**src/rtl/usb_rx_pkg.sv**
```systemverilog
// usb_rx_pkg: PID codes, CRC constants, FSM encoding and error-bit indices for the USB packet receiver.
package usb_rx_pkg;
  localparam logic [3:0] PID_OUT = 4'h1, PID_IN = 4'h9, PID_SOF = 4'h5, PID_SETUP = 4'hD;
  localparam logic [3:0] PID_DATA0 = 4'h3, PID_DATA1 = 4'hB, PID_ACK = 4'h2, PID_NAK = 4'hA;
  localparam logic [3:0] PID_STALL = 4'hE, PID_PRE = 4'hC;
  localparam logic [1:0] PT_SPECIAL = 2'b00, PT_TOKEN = 2'b01, PT_HANDSHAKE = 2'b10, PT_DATA = 2'b11;
  localparam logic [4:0] POLY5 = 5'h05, CRC5_INIT = 5'h1F, CRC5_RESIDUAL = 5'h0C;
  localparam logic [15:0] POLY16 = 16'h8005, CRC16_INIT = 16'hFFFF, CRC16_RESIDUAL = 16'h800D;
  localparam logic [2:0] ST_IDLE = 3'd0, ST_PID = 3'd1, ST_DATA = 3'd2, ST_WAIT_EOP = 3'd3, ST_DONE = 3'd4;
  localparam int ERR_PID = 0, ERR_CRC = 1, ERR_ALIGN = 2, ERR_TMO = 3;
endpackage

```
**src/rtl/usb_packet_receiver_if.sv**
```systemverilog
// usb_packet_receiver_if: decoded bit stream from the front end and per-packet results to the endpoint logic.
interface usb_packet_receiver_if;
  logic bitValid, bitData, eopDetect;
  logic rxActive, pidValid, rxByteValid, pktDone, pktOk;
  logic [3:0] pidOut, errFlags;
  logic [7:0] rxByte;
  logic [10:0] byteCount;
  modport master (
    output bitValid, bitData, eopDetect,
    input rxActive, pidOut, pidValid, rxByte, rxByteValid, byteCount, pktDone, pktOk, errFlags
  );
  modport slave (
    input bitValid, bitData, eopDetect,
    output rxActive, pidOut, pidValid, rxByte, rxByteValid, byteCount, pktDone, pktOk, errFlags
  );
endinterface

```
**src/rtl/usb_crc_lfsr.sv**
```systemverilog
// usb_crc_lfsr: serial CRC register, MSB feedback, with synchronous reload to INIT.
module usb_crc_lfsr #(
  parameter int WIDTH = 5,
  parameter logic [WIDTH-1:0] POLY = '0,
  parameter logic [WIDTH-1:0] INIT = '1
) (
  input  logic clk,
  input  logic rst_n,
  input  logic init,
  input  logic en,
  input  logic din,
  output logic [WIDTH-1:0] crc
);
  logic [WIDTH-1:0] crc_q, crc_d;
  logic fb;
  always_comb begin
    fb = din ^ crc_q[WIDTH-1];
    crc_d = init ? INIT : en ? ({crc_q[WIDTH-2:0], 1'b0} ^ (fb ? POLY : '0)) : crc_q;
  end
  always_ff @(posedge clk or negedge rst_n)
    if (!rst_n) crc_q <= INIT;
    else crc_q <= crc_d;
  assign crc = crc_q;
endmodule

```
**src/rtl/usb_packet_receiver.sv**
```systemverilog
// usb_packet_receiver: SYNC hunt, PID check, LSB-first byte assembly and CRC5/CRC16 packet status.
// Define USB_CRC16_CHECK_EN to build the CRC16 residual check for data packets.
module usb_packet_receiver
  import usb_rx_pkg::*;
#(
  parameter logic [7:0] SYNC_PATTERN = 8'h80,
  parameter int TIMEOUT_CLKS = 40,
  parameter int MAX_BYTES = 1027
) (
  input logic useClk,
  input logic rstN,
  usb_packet_receiver_if.slave rx
);
  localparam int TW = $clog2(TIMEOUT_CLKS + 1);
  logic [2:0] state_q, state_d;
  logic [7:0] shifter_q, shifter_d;
  logic eop_q;
  logic [2:0] bit_cnt_q, bit_cnt_d;
  logic [10:0] byte_count_q, byte_count_d;
  logic [3:0] err_q, err_d, pid_q, pid_d;
  logic pid_valid_q, pid_valid_d, rx_byte_valid_q, rx_byte_valid_d;
  logic [7:0] rx_byte_q, rx_byte_d;
  logic [TW-1:0] idle_q, idle_d;
  logic eop_rise, bit_in, in_pkt, sync_hit, crc_en, timeout, crc16_bad;
  logic [7:0] shifted;
  logic [4:0] crc5;

  assign eop_rise = rx.eopDetect & ~eop_q;
  // a bit arriving with the EOP edge is dropped
  assign bit_in = rx.bitValid & ~eop_rise;
  assign shifted = {rx.bitData, shifter_q[7:1]};
  assign in_pkt = state_q inside {ST_PID, ST_DATA, ST_WAIT_EOP};
  assign sync_hit = state_q == ST_IDLE && rx.bitValid && shifted == SYNC_PATTERN;
  assign crc_en = state_q == ST_DATA && bit_in;
  assign timeout = in_pkt && !bit_in && !eop_rise && idle_q == TW'(TIMEOUT_CLKS - 1);

  usb_crc_lfsr #(.WIDTH(5), .POLY(POLY5), .INIT(CRC5_INIT)) u_crc5 (
    .clk(useClk), .rst_n(rstN), .init(sync_hit), .en(crc_en), .din(rx.bitData), .crc(crc5)
  );
`ifdef USB_CRC16_CHECK_EN
  logic [15:0] crc16;
  usb_crc_lfsr #(.WIDTH(16), .POLY(POLY16), .INIT(CRC16_INIT)) u_crc16 (
    .clk(useClk), .rst_n(rstN), .init(sync_hit), .en(crc_en), .din(rx.bitData), .crc(crc16)
  );
  assign crc16_bad = byte_count_q < 11'd2 || crc16 != CRC16_RESIDUAL;
`else
  assign crc16_bad = 1'b0;
`endif

  always_comb begin
    state_d = state_q;
    shifter_d = shifter_q;
    bit_cnt_d = bit_cnt_q;
    byte_count_d = byte_count_q;
    err_d = err_q;
    pid_d = pid_q;
    pid_valid_d = 1'b0;
    rx_byte_d = rx_byte_q;
    rx_byte_valid_d = 1'b0;
    idle_d = (bit_in || eop_rise) ? '0 : idle_q + 1'b1;
    if (timeout) begin
      err_d[ERR_TMO] = 1'b1;
      state_d = ST_DONE;
    end else begin
      case (state_q)
        ST_IDLE: begin
          idle_d = '0;
          if (rx.bitValid) shifter_d = shifted;
          if (sync_hit) begin
            state_d = ST_PID;
            bit_cnt_d = '0;
            byte_count_d = '0;
            err_d = '0;
          end
        end
        ST_PID:
          if (eop_rise) begin
            err_d[ERR_ALIGN] = 1'b1;
            state_d = ST_DONE;
          end else if (bit_in) begin
            shifter_d = shifted;
            bit_cnt_d = bit_cnt_q + 1'b1;
            if (bit_cnt_q == 3'd7) begin
              if (shifted[3:0] == ~shifted[7:4]) begin
                pid_d = shifted[3:0];
                pid_valid_d = 1'b1;
                state_d = ST_DATA;
              end else begin
                err_d[ERR_PID] = 1'b1;
                state_d = ST_WAIT_EOP;
              end
            end
          end
        ST_DATA:
          if (eop_rise) begin
            state_d = ST_DONE;
            if (bit_cnt_q != 3'd0) err_d[ERR_ALIGN] = 1'b1;
            if (pid_q[1:0] == PT_TOKEN && (byte_count_q != 11'd2 || crc5 != CRC5_RESIDUAL)) err_d[ERR_CRC] = 1'b1;
            if (pid_q[1:0] == PT_DATA && crc16_bad) err_d[ERR_CRC] = 1'b1;
            if (pid_q[1:0] == PT_HANDSHAKE && byte_count_q != 11'd0) err_d[ERR_ALIGN] = 1'b1;
          end else if (bit_in) begin
            shifter_d = shifted;
            bit_cnt_d = bit_cnt_q + 1'b1;
            if (bit_cnt_q == 3'd7) begin
              if (byte_count_q == 11'(MAX_BYTES)) begin
                err_d[ERR_TMO] = 1'b1;
                state_d = ST_WAIT_EOP;
              end else begin
                rx_byte_d = shifted;
                rx_byte_valid_d = 1'b1;
                byte_count_d = byte_count_q + 11'd1;
              end
            end
          end
        ST_WAIT_EOP: state_d = eop_rise ? ST_DONE : ST_WAIT_EOP;
        ST_DONE: begin
          state_d = ST_IDLE;
          shifter_d = '0;
        end
        default: state_d = ST_IDLE;
      endcase
    end
  end

  always_ff @(posedge useClk or negedge rstN)
    if (!rstN) begin
      state_q <= ST_IDLE;
      shifter_q <= '0;
      eop_q <= 1'b0;
      bit_cnt_q <= '0;
      byte_count_q <= '0;
      err_q <= '0;
      pid_q <= '0;
      pid_valid_q <= 1'b0;
      rx_byte_q <= '0;
      rx_byte_valid_q <= 1'b0;
      idle_q <= '0;
    end else begin
      state_q <= state_d;
      shifter_q <= shifter_d;
      eop_q <= rx.eopDetect;
      bit_cnt_q <= bit_cnt_d;
      byte_count_q <= byte_count_d;
      err_q <= err_d;
      pid_q <= pid_d;
      pid_valid_q <= pid_valid_d;
      rx_byte_q <= rx_byte_d;
      rx_byte_valid_q <= rx_byte_valid_d;
      idle_q <= idle_d;
    end

  assign rx.rxActive = in_pkt;
  assign rx.pidOut = pid_q;
  assign rx.pidValid = pid_valid_q;
  assign rx.rxByte = rx_byte_q;
  assign rx.rxByteValid = rx_byte_valid_q;
  assign rx.byteCount = byte_count_q;
  assign rx.pktDone = state_q == ST_DONE;
  assign rx.pktOk = state_q == ST_DONE && err_q == 4'd0;
  assign rx.errFlags = err_q;
endmodule

```
**src/flat_wrapper.sv**
```systemverilog
// flat-port wrapper written by rule: the top's interface ports become plain ports
module usb_packet_receiver_flat import usb_rx_pkg::*;
#(
  parameter logic [7:0] SYNC_PATTERN = 8'h80,
  parameter int TIMEOUT_CLKS = 40,
  parameter int MAX_BYTES = 1027
)
  (useClk, rstN, rx_bitValid, rx_bitData, rx_eopDetect, rx_rxActive, rx_pidOut, rx_pidValid, rx_rxByte, rx_rxByteValid, rx_byteCount, rx_pktDone, rx_pktOk, rx_errFlags);
  usb_packet_receiver_if rx_i ();
  input logic useClk;
  input logic rstN;
  input wire logic [$bits(rx_i.bitValid)-1:0] rx_bitValid;
  input wire logic [$bits(rx_i.bitData)-1:0] rx_bitData;
  input wire logic [$bits(rx_i.eopDetect)-1:0] rx_eopDetect;
  output wire logic [$bits(rx_i.rxActive)-1:0] rx_rxActive;
  output wire logic [$bits(rx_i.pidOut)-1:0] rx_pidOut;
  output wire logic [$bits(rx_i.pidValid)-1:0] rx_pidValid;
  output wire logic [$bits(rx_i.rxByte)-1:0] rx_rxByte;
  output wire logic [$bits(rx_i.rxByteValid)-1:0] rx_rxByteValid;
  output wire logic [$bits(rx_i.byteCount)-1:0] rx_byteCount;
  output wire logic [$bits(rx_i.pktDone)-1:0] rx_pktDone;
  output wire logic [$bits(rx_i.pktOk)-1:0] rx_pktOk;
  output wire logic [$bits(rx_i.errFlags)-1:0] rx_errFlags;
  assign rx_i.bitValid = rx_bitValid;
  assign rx_i.bitData = rx_bitData;
  assign rx_i.eopDetect = rx_eopDetect;
  assign rx_rxActive = rx_i.rxActive;
  assign rx_pidOut = rx_i.pidOut;
  assign rx_pidValid = rx_i.pidValid;
  assign rx_rxByte = rx_i.rxByte;
  assign rx_rxByteValid = rx_i.rxByteValid;
  assign rx_byteCount = rx_i.byteCount;
  assign rx_pktDone = rx_i.pktDone;
  assign rx_pktOk = rx_i.pktOk;
  assign rx_errFlags = rx_i.errFlags;
  usb_packet_receiver #(.SYNC_PATTERN(SYNC_PATTERN), .TIMEOUT_CLKS(TIMEOUT_CLKS), .MAX_BYTES(MAX_BYTES)) u_core (.useClk(useClk), .rstN(rstN), .rx(rx_i));
endmodule
```
**config.mk**
```make
export PLATFORM = sky130hd
export DESIGN_NAME = usb_packet_receiver_flat
export DESIGN_NICKNAME = d
export VERILOG_FILES = /design/src/rtl/usb_rx_pkg.sv /design/src/rtl/usb_packet_receiver_if.sv /design/src/rtl/usb_crc_lfsr.sv /design/src/rtl/usb_packet_receiver.sv /design/src/flat_wrapper.sv
export SDC_FILE = /design/constraint.sdc
export NUM_CORES = 1
export LEC_CHECK = 0
export BUFFER_PORTS_ARGS = -buffer_cell sky130_fd_sc_hd__buf_2
export CORE_UTILIZATION = 40
export DETAILED_ROUTE_END_ITERATION = 10
export PLACE_DENSITY = 0.57
export SKIP_LAST_GASP = 1
export SLEW_MARGIN = 15
export SYNTH_ARGS = -nofsm -noshare
export SYNTH_HDL_FRONTEND = slang
export SYNTH_SLANG_ARGS = --single-unit
```
**constraint.sdc**
```tcl
create_clock -name useClk -period 3.4 [get_ports useClk]
set_clock_uncertainty 0.15 [all_clocks]
set_input_delay 0.68 -clock useClk [delete_from_list [all_inputs] [get_ports useClk]]
set_output_delay 0.68 -clock useClk [all_outputs]
set_load 0.02 [all_outputs]
```
== Word level (Yosys, flattened, before mapping) ==
Index checks and enable logic that the tools add are counted.

* Register bits after elaboration: 55
* Word-level logic and storage cells: 165
* Input bits: 5
* Output and inout bits: 32

* Reduce and logical (&&, ||, !) cells: 36
* Mux-type cells: 63
* Equality and inequality tests: 39
* Bitwise operators: 9
* Add/subtract/negate cells: 3

{| class="wikitable"
|+ Operator list
! kind !! number
|-
| two-way mux 11 bit || 5
|-
| two-way mux 3 bit || 14
|-
| AND reduction 6 bit || 5
|-
| two-way mux 1 bit || 26
|-
| two-way mux 8 bit || 3
|-
| case mux 8 bit (3 select lines) || 1
|-
| case mux 11 bit (2 select lines) || 1
|-
| inequality test 2 bit, second input constant || 10
|-
| two-way mux 6 bit || 3
|-
| AND reduction 5 bit || 3
|-
| nonzero test 3 bit || 5
|-
| AND reduction 7 bit || 2
|-
| inequality test 4 x 2 -> 1 bit, second input constant || 3
|-
| case mux 3 bit (4 select lines) || 1
|-
| adder 11 x 1 -> 11 bit, second input constant || 1
|-
| == test 11 bit, second input constant || 1
|-
| inequality test 11 x 2 -> 1 bit, second input constant || 1
|-
| nonzero test 11 bit || 1
|-
| two-way mux 5 bit || 2
|-
| inequality test 2 x 1 -> 1 bit, second input constant || 5
|-
| logical AND 1 bit || 9
|-
| inequality test 3 x 2 -> 1 bit, second input constant || 3
|-
| == test 8 bit, second input constant || 1
|-
| inequality test 4 x 1 -> 1 bit, second input constant || 2
|-
| 28 further kinds || 42
|}

== Logic depth before layout (Yosys ltp) ==
Gate-level depths: netlist of the first run.

* Depth after elaboration: 10
* Mapped depth: 9
* Mapped depth without buffers: 7

== By module ==
From an unflattened synthesis of the first run, not the netlist that was laid out.

* Cells, all modules: 266
* Area, all modules: 2879.0 µm²

{| class="wikitable"
|+ Modules (own cells, without submodules)
! module !! area an instance (µm²) !! cells each !! seq. area each (µm²) !! times used
|-
| usb_packet_receiver || 2632.5 || 248 || 1226.2 || 1
|-
| usb_crc_lfsr || 246.5 || 18 || 131.4 || 1
|}

== Worst setup path before layout of the first run ==
OpenSTA, ideal clock, no wires.

* Kind: input-to-reg
* Start: input rx_bitValid
* End: register u_core.bit_cnt_q[0]
* Slack: 1116 ps
* Data required time: 3122 ps
* Library setup time: 128 ps
* Stages on the path: 6
* Data arrival time: 2007 ps
* Path buffers: 1
* Path through: nor4b_1 -> nand4b_1 -> or2_0 -> buf_2 -> a211oi_4 -> mux2_1

* Longest elaborated chain between the ends: 7
* Elaborated cells between the ends (all ways): 11
* Classes of those cells: eq/ne: 2; bitwise: 2; reduce/logical: 7

{| class="wikitable"
|+ RTL lines
! item !! line !! text
|-
| start: declaration || flat_wrapper.sv:12 || <nowiki>input wire logic [$bits(rx_i.bitValid)-1:0] rx_bitValid;</nowiki>
|-
| bitwise AND 1 bit || usb_packet_receiver.sv:30 || <nowiki>assign bit_in = rx.bitValid & ~eop_rise;</nowiki>
|-
| zero test 1 bit || usb_packet_receiver.sv:35 || <nowiki>assign timeout = in_pkt && !bit_in && !eop_rise && idle_q == TW'(TIMEOUT_CLKS - 1);</nowiki>
|-
| logical AND 1 bit (3 in series) || usb_packet_receiver.sv:35 ||
|-
| NOT 1 bit (no line) || n/a ||
|-
| AND reduction 5 bit (no line) * || n/a ||
|-
| end signal: assignment || usb_packet_receiver.sv:142 || <nowiki>bit_cnt_q <= bit_cnt_d;</nowiki>
|-
| end: declaration || usb_packet_receiver.sv:18 || <nowiki>logic [2:0] bit_cnt_q, bit_cnt_d;</nowiki>
|}

Every way passes the cells marked *; elsewhere a longest branch is shown, timed or not.
A chain may end at the register's enable or synchronous reset.

== Worst setup path in the final report of the first run ==
* Start: register u_core.state_q[1]
* End: output rx_pktOk

* Longest elaborated chain between the ends: 2

{| class="wikitable"
|+ RTL lines
! item !! line !! text
|-
| start: declaration || usb_packet_receiver.sv:15 || <nowiki>logic [2:0] state_q, state_d;</nowiki>
|-
| start signal: assignment || usb_packet_receiver.sv:139 || <nowiki>state_q <= state_d;</nowiki>
|-
| == test 3 bit || usb_packet_receiver.sv:159 || <nowiki>assign rx.pktOk = state_q == ST_DONE && err_q == 4'd0;</nowiki>
|-
| logical AND 1 bit || usb_packet_receiver.sv:159 ||
|-
| end: declaration || flat_wrapper.sv:22 || <nowiki>output wire logic [$bits(rx_i.pktOk)-1:0] rx_pktOk;</nowiki>
|}

Every way passes these cells.

==> flow_summary.ini, run 1 <==
[outcome]
status = finished, final reports clean

[cts]
cts.repair.resized = 0
clockBufferDepth = 2
cts_made_buffers = 5
ctsHtreeMaxLevel = 2
tritoncts = yes
ctsRootBufferMaster = sky130_fd_sc_hd__clkbuf_8
postCtsSetupRepairBufs = 0
clock_latency_ns = 0.31
clkSinkCount = 54
cts_hold_buffers = 0
clk_pin_slew_worst_paths_ns = 0.10

[timing]
worst-slew-pin-transition_ns = 0.623
min_period_ns = 2.76
setup_tns_ns = 0
timing_hold_violations_final = 0
setup_viol_count_final = 0
worst_hold_slack_ns = 0.0871
timing_max_transition_violations_final = 0
post_route_clock_period_utilization_pct = 81.2
unrepaired_setup_endpoints_after_global_routing = no
achievable-frequency_ghz = 0.362
max-slew-margin-rel_pct = 58.5

[finish]
finish.net_count = 331
seqCellArea_mm2 = 0.00136
multiInputGateArea_mm2 = 0.00127
num_antenna_cells = 0
drive_above_1_share_pct = 19.4
area_growth_pct = 12.5
fillCellCount = 642

[yosys]
mappedNetlistNets = 296
yosysSeqAreaShare_pct = 49.6
yosysTopAreaCell = sky130_fd_sc_hd__dfrtp_1
synth_area_mm2 = 0.00274
synth_top_flop_cell = sky130_fd_sc_hd__dfrtp_1
post-synth-top-count-cell = sky130_fd_sc_hd__nand2_1
avgSynthCellArea_um2 = 9.64
post_synth_main_area_contributors = sky130_fd_sc_hd__dfrtp_1 (45%), sky130_fd_sc_hd__nand2_1 (8.1%), sky130_fd_sc_hd__dfstp_2 (4.8%)
flip_flop_and_latch_count_after_synthesis = 54
netlist_top_cells_count = sky130_fd_sc_hd__nand2_1 (59), sky130_fd_sc_hd__dfrtp_1 (49), sky130_fd_sc_hd__nor2_1 (20)
synth.top_cell.area_share_pct = 44.8
synth_edf_count = 0
post_synth_inst_count = 284
synth_warnings = 0
async_reset_ff_share_pct = 100
synth.distinct_cells = 51

[place]
globalplace.congestion = 0.757
io_buffer_count = 36
dp_hpwl_um = 4310

[power_and_ir_drop]
internal_power_mw = 1.23
seq_power_share_pct = 49.6
switching_share_pct = 36.4
cellPowerDensity_mw_per_mm2 = 630
clock_power_share_pct = 22.5
power_frac_comb_pct = 28.0
irDropWorstVdd_uv = 271
power.static_leakage_nw = 1.50
net-switching-power_mw = 0.706

[routing]
drt.antenna.violating_nets = 0
vias_per_cell = 5.45
drt_pass1_iterations = 6
dr.first_iter.drc_count = 120
dr.max_layer_used = met4
wl_met2_um = 2710
wirelength_um = 6050
dr_total_vias = 2165
route.met3.wl_um = 231
drt-wirelength-per-cell_um = 15.2
drt-met1-wl_um = 3040
drc = 0

[worst_setup_path]
worst_setup_ep_type = output pin
cpPeakStageDelay_ns = 0.57
worst-endpoint-arrival_ns = 1.93
crit_path_max_fanout = 14
cp_common_cell = sky130_fd_sc_hd__nor2_1
cp_cell_sequence = nor2_1 -> nand2_1 -> nor2_1 -> buf_2
critical_setup_path_kind = register to output pin
worst_setup_path_start_kind = register
cp_data_required_time_ns = 2.57
max_stage_delay_cell_worst_path = sky130_fd_sc_hd__dfrtp_1

[die]
row_count = 29
floorplan.initialDensity_pct = 42.1
vertical_extent_of_the_die_um = 84.7
die-area_mm2 = 0.00718
floorplan.core_area_mm2 = 0.00649
io_pins = 37
die_width_um = 84.7

[global_routing]
grt_first_pass_wirelength_um = 10000
track_usage_pct = 18.0
overflow = 0
antenna_found_initial = 0
first_global_vias = 2012
grt_start_max_net_pins = 42

[hold_path]
hp-class = input port to asynchronous set/reset pin

[run]
max_capacitance_violation_count = 0
-- flip-flops by register name, summed over array words and instances, names as in the netlist --
name                   flops
u_core.idle_q              6
u_core.eop_q               1
u_core.rx.pidValid         1
u_core.bit_cnt_q           3
u_core.rx.errFlags         4
u_core.rx.byteCount       11
u_core.rx.rxByteValid      1
u_core.shifter_q           7
u_core.u_crc5.crc          5
u_core.rx.pidOut           4
u_core.rx.rxByte           8
u_core.state_q             3
-- area by class of cell --
| type | count | area share [%] |
|---|---|---|
| sequential | 54 | 44.1 |
| multi-input combinational | 210 | 41.4 |
| clock buffer | 6 | 2.36 |
| tap | 77 | 3.13 |
| inverter | 8 | 0.975 |
| clock inverter | 2 | 1.22 |
| timing repair buffer | 40 | 6.83 |
-- logic make-up (layout without fill, tap and decap cells) --
family,Yosys count,after routing,synth area share (%)
flip-flops,54,54,49.6
XOR/XNOR,11,11,3.52
buffers and inverters,20,56,3.84
AO/OA/AOI/OAI,42,42,10.1
adder cells (fa/ha/maj),7,7,3.20
multiplexers,12,12,4.66
AND/OR/NAND/NOR,138,138,25.1
-- per-layer routing --
layer	vias up	GRT usage [%]
li1	1062	-
met1	1031	26.4
met2	64	27.3
met3	8	2.95
met4	0	5.55
met5	-	0
-- worst max-delay path: cells and delay by family (launching register included) --
| kind | cells | cell delay, ns |
|---|---|---|
| buffers and inverters | 1 | 0.18 |
| flip-flops | 1 | 0.57 |
| AND/OR/NAND/NOR | 3 | 0.87 |
-- final timing paths --
check	from	end	slack, ns	cells past startpoint
min in group useClk	u_core.idle_q[0]	u_core.idle_q[0]	0.31	1
max	u_core.state_q[1]	rx_pktOk	0.64	4
max in group asynchronous	rstN	u_core.u_crc5.crc[1]	2.18	2
min	rstN	u_core.rx.rxByteValid	0.09	1
max reg2reg	u_core.state_q[2]	u_core.bit_cnt_q[0]	0.80	5
min reg2reg	u_core.idle_q[0]	u_core.idle_q[0]	0.31	1
-- metrics by stage --
stage | instances | worst slack, ns | power (mW) | util [%] | area (µm²)
floorplan | 284 | 1.12 | 1.35 | - | 2740
global placement | 389 | 0.634 | 1.52 | 45.7 | 2970
detailed placement | 389 | 0.592 | 1.52 | 45.7 | 2970
CTS | 397 | 0.653 | 1.96 | 47.4 | 3080
global route | 397 | 0.466 | 2.08 | 47.4 | 3080
finish | 397 | 0.640 | 1.94 | 47.4 | 3080
-- cell usage in the layout, fill, tap and decap left out, types with 2 or more instances in the layout --
cell type                  Yosys  layout
sky130_fd_sc_hd__nand2_1      59      59
sky130_fd_sc_hd__dfrtp_1      49      49
sky130_fd_sc_hd__buf_2         6      36
sky130_fd_sc_hd__nor2_1       20      20
sky130_fd_sc_hd__o21ai_0      12      12
sky130_fd_sc_hd__a21oi_1      10      10
sky130_fd_sc_hd__nand3_1       8       8
sky130_fd_sc_hd__xor2_1        8       8
sky130_fd_sc_hd__inv_1         7       7
sky130_fd_sc_hd__or3_1         7       7
sky130_fd_sc_hd__or4_1         7       7
sky130_fd_sc_hd__ha_1          7       7
sky130_fd_sc_hd__nand4_1       6       6
sky130_fd_sc_hd__mux2i_1       6       6
sky130_fd_sc_hd__nor3_1        5       5
sky130_fd_sc_hd__clkbuf_8      0       5
sky130_fd_sc_hd__dfstp_2       5       5
sky130_fd_sc_hd__nand2b_1      4       4
sky130_fd_sc_hd__nor4_1        4       4
sky130_fd_sc_hd__mux2_2        4       4
sky130_fd_sc_hd__buf_4         2       4
sky130_fd_sc_hd__nor2b_1       3       3
sky130_fd_sc_hd__xnor2_1       3       3
sky130_fd_sc_hd__nor4b_1       3       3
sky130_fd_sc_hd__o31ai_1       3       3
sky130_fd_sc_hd__a31oi_1       3       3
sky130_fd_sc_hd__a21boi_0      2       2
sky130_fd_sc_hd__or4b_1        2       2
sky130_fd_sc_hd__and2_1        2       2
sky130_fd_sc_hd__o21ai_1       2       2
sky130_fd_sc_hd__mux2_1        2       2
-- power groups by stage --
stage | sequential, mW | combinational (mW) | clock (mW)
after floorplan | 0.952 | 0.394 | 0
after global placement | 0.977 | 0.539 | 0
after detailed placement | 0.977 | 0.545 | 0
after CTS | 0.964 | 0.548 | 0.448
after global routing | 0.991 | 0.615 | 0.472
final | 0.962 | 0.542 | 0.436
No activity file was read; power rests on OpenSTA's default activity.
==> run 2, diff against run 1 <==
--- a/config.mk
+++ b/config.mk
@@ -5,10 +5,11 @@
 export SDC_FILE = /design/constraint.sdc
 export NUM_CORES = 1
 export LEC_CHECK = 0
+export ABC_AREA = 1
 export BUFFER_PORTS_ARGS = -buffer_cell sky130_fd_sc_hd__buf_2
 export CORE_UTILIZATION = 40
 export DETAILED_ROUTE_END_ITERATION = 10
-export PLACE_DENSITY = 0.57
+export PLACE_DENSITY = 0.59
 export SKIP_LAST_GASP = 1
 export SLEW_MARGIN = 15
 export SYNTH_ARGS = -nofsm -noshare
==> constraint.sdc (replaced) <==
create_clock -name useClk -period 2.3 [get_ports useClk]
set_clock_uncertainty 0.15 [all_clocks]
set_input_delay 0.46 -clock useClk [delete_from_list [all_inputs] [get_ports useClk]]
set_output_delay 0.46 -clock useClk [all_outputs]
set_load 0.02 [all_outputs]
==> flow_summary.ini, run 2 <==
[outcome]
status = finished, final reports clean

[finish]
finish.net_count = 450
most_common_cell_after_layout_fill_and_taps_aside = sky130_fd_sc_hd__nand2_1
drive_above_1_share_pct = 14.8
mostFrequentLayoutCells = sky130_fd_sc_hd__nand2_1 (129), sky130_fd_sc_hd__dfrtp_1 (49), sky130_fd_sc_hd__inv_1 (47)
num_antenna_cells = 0
finish.utilization_pct = 48.6
fillCellCount = 725
final_cell_area_mm2 = 0.00338
area_growth_pct = 14.8
largest_reg_flops = 11

[worst_setup_path]
worst_setup_path_start_kind = register
reg2regPathDepth = 10
critical_setup_path_kind = register to output pin
r2r-end = u_core.rx.byteCount[8]
worst_setup_ep_type = output pin
worstReg2RegStart = u_core.state_q[0]
worst-endpoint-arrival_ns = 1.54
crit_path_max_fanout = 5
regToRegSetupSlack_ns = 0.23
cp_data_required_time_ns = 1.69

[timing]
min_period_ns = 2.15
achievable-frequency_ghz = 0.466
max-slew-margin-rel_pct = 65.2
setup_tns_ns = 0
worst-slew-pin-transition_ns = 0.522
unrepaired_setup_endpoints_after_global_routing = no
timing_hold_violations_final = 0
timing_max_transition_violations_final = 0
post_route_clock_period_utilization_pct = 93.3
setup_viol_count_final = 0
worst_hold_slack_ns = 0.135
post_route_worst_setup_slack_ns = 0.155

[yosys]
mappedNetlistNets = 405
async_reset_ff_share_pct = 100
synth.distinct_cells = 27
post_synth_main_area_contributors = sky130_fd_sc_hd__dfrtp_1 (42%), sky130_fd_sc_hd__nand2_1 (16%), sky130_fd_sc_hd__inv_1 (6.0%)
synth_area_mm2 = 0.00294
synth_top_flop_cell = sky130_fd_sc_hd__dfrtp_1
post_synth_inst_count = 393
yosysSeqAreaShare_pct = 46.2
avgSynthCellArea_um2 = 7.48
yosysTopAreaCell = sky130_fd_sc_hd__dfrtp_1
post-synth-top-count-cell = sky130_fd_sc_hd__nand2_1
netlist_top_cells_count = sky130_fd_sc_hd__nand2_1 (129), sky130_fd_sc_hd__dfrtp_1 (49), sky130_fd_sc_hd__inv_1 (47)
flip_flop_and_latch_count_after_synthesis = 54
synth_warnings = 0
synth.top_cell.area_share_pct = 41.7
synth_edf_count = 0

[die]
io_pins = 37
vertical_extent_of_the_die_um = 87.8
row_count = 30
die-area_mm2 = 0.00770
die_width_um = 87.8
floorplan.initialDensity_pct = 42.4
floorplan.core_area_mm2 = 0.00694

[routing]
route.met3.wl_um = 212
dr.max_layer_used = met4
drt-wirelength-per-cell_um = 12.4
dr_total_vias = 2556
drt.antenna.violating_nets = 0
drt-met1-wl_um = 3310
wirelength_um = 6630
drc = 0
dr.first_iter.drc_count = 84
wl_met2_um = 3010
drt_pass1_iterations = 4
vias_per_cell = 4.78

[cts]
clock_latency_ns = 0.31
cts_made_buffers = 5
clockBufferDepth = 2
ctsHtreeMaxLevel = 2
clkSinkCount = 54
tritoncts = yes
clk_pin_slew_worst_paths_ns = 0.11
ctsRootBufferMaster = sky130_fd_sc_hd__clkbuf_8
postCtsSetupRepairBufs = 0

[place]
globalplace.congestion = 0.835
io_buffer_count = 36
instance_area_at_placement_mm2 = 0.00327
dp_hpwl_um = 5030
place_ws_ns = 0.272

[global_routing]
track_usage_pct = 19.1
first_global_vias = 2412
antenna_found_initial = 0
grt_start_max_net_pins = 35
grt_first_pass_wirelength_um = 11400
overflow = 0

[power_and_ir_drop]
cellPowerDensity_mw_per_mm2 = 933
power.static_leakage_nw = 1.77
irDropWorstVdd_uv = 412

[hold_path]
min_delay_path_depth = 1
hp-class = input port to register
hold_critical_path_endpoint = u_core.eop_q
min_from = rx_eopDetect

[run]
max_capacitance_violation_count = 0
## run 2: logic make-up after synthesis
kind of cell               count (synthesis)  share of synthesized area [%]
buffers and inverters                     51                           6.85
AOI/OAI and AO/OA                         44                           8.00
xor gates and xnor gates                   8                           2.38
and+or+nand+nor                          229                           33.6
DFF                                       54                           46.2
adders and majority gates                  7                           2.98
## run 2: worst max path at each step
stage	from	to	slack, ns
floorplan	u_core.state_q[1]	rx_pktOk	0.30
global placement	u_core.state_q[0]	u_core.rx.byteCount[8]	0.29
detailed placement	u_core.state_q[0]	u_core.rx.byteCount[8]	0.27
CTS	u_core.state_q[1]	rx_pktOk	0.08
global route	u_core.rx.byteCount[0]	u_core.rx.rxByte[3]	0.03
finish	u_core.state_q[1]	rx_pktOk	0.15
## run 2: timing repair
action	4_1_cts	5_1_grt
resized for setup	0	2
setup endpoints to repair	0	3
hold buffers	1	0
endpoints found under the hold margin	20	0
## run 2: power by group
| group | internal, mW | total (mW) | switching (mW) | leakage, nW |
|---|---|---|---|---|
| Clock | 0.222 | 0.547 | 0.325 | 0.0458 |
| Combinational | 0.415 | 1.30 | 0.884 | 1.00 |
| Sequential | 1.14 | 1.31 | 0.160 | 0.719 |
| Total | 1.78 | 3.15 | 1.37 | 1.77 |
## run 2: stage by stage
| stage | power [mW] | instances |
|---|---|---|
| after floorplan | 2.28 | 393 |
| after global placement | 2.59 | 526 |
| after detailed placement | 2.60 | 526 |
| after CTS | 3.17 | 535 |
| after global routing | 3.43 | 535 |
| final | 3.15 | 535 |
## run 2: cell type report
| cell class | count | area (µm²) | share of cell area, % |
|---|---|---|---|
| Multi-Input combinational cell | 288 | 1390 | 41.2 |
| Inverter | 47 | 176 | 5.22 |
| Clock buffer | 6 | 72.6 | 2.15 |
| Tap cell | 96 | 120 | 3.56 |
| Timing Repair Buffer | 42 | 240 | 7.11 |
| Clock inverter | 2 | 17.5 | 0.519 |
| Sequential cell | 54 | 1360 | 40.2 |
## run 2: critical path: stages, from the launching register on
cell	delay, ns
sky130_fd_sc_hd__dfrtp_1	0.46
sky130_fd_sc_hd__inv_1	0.14
sky130_fd_sc_hd__nand2_1	0.12
sky130_fd_sc_hd__nor2_4	0.14
sky130_fd_sc_hd__nand2_1	0.06
sky130_fd_sc_hd__nor3_1	0.11
sky130_fd_sc_hd__buf_2	0.18
## run 2: metal layers
layer,track usage (%),vias up
li1,-,1321
met1,26.8,1184
met5,0,-
met3,3.39,9
met2,29.9,42
met4,6.56,0
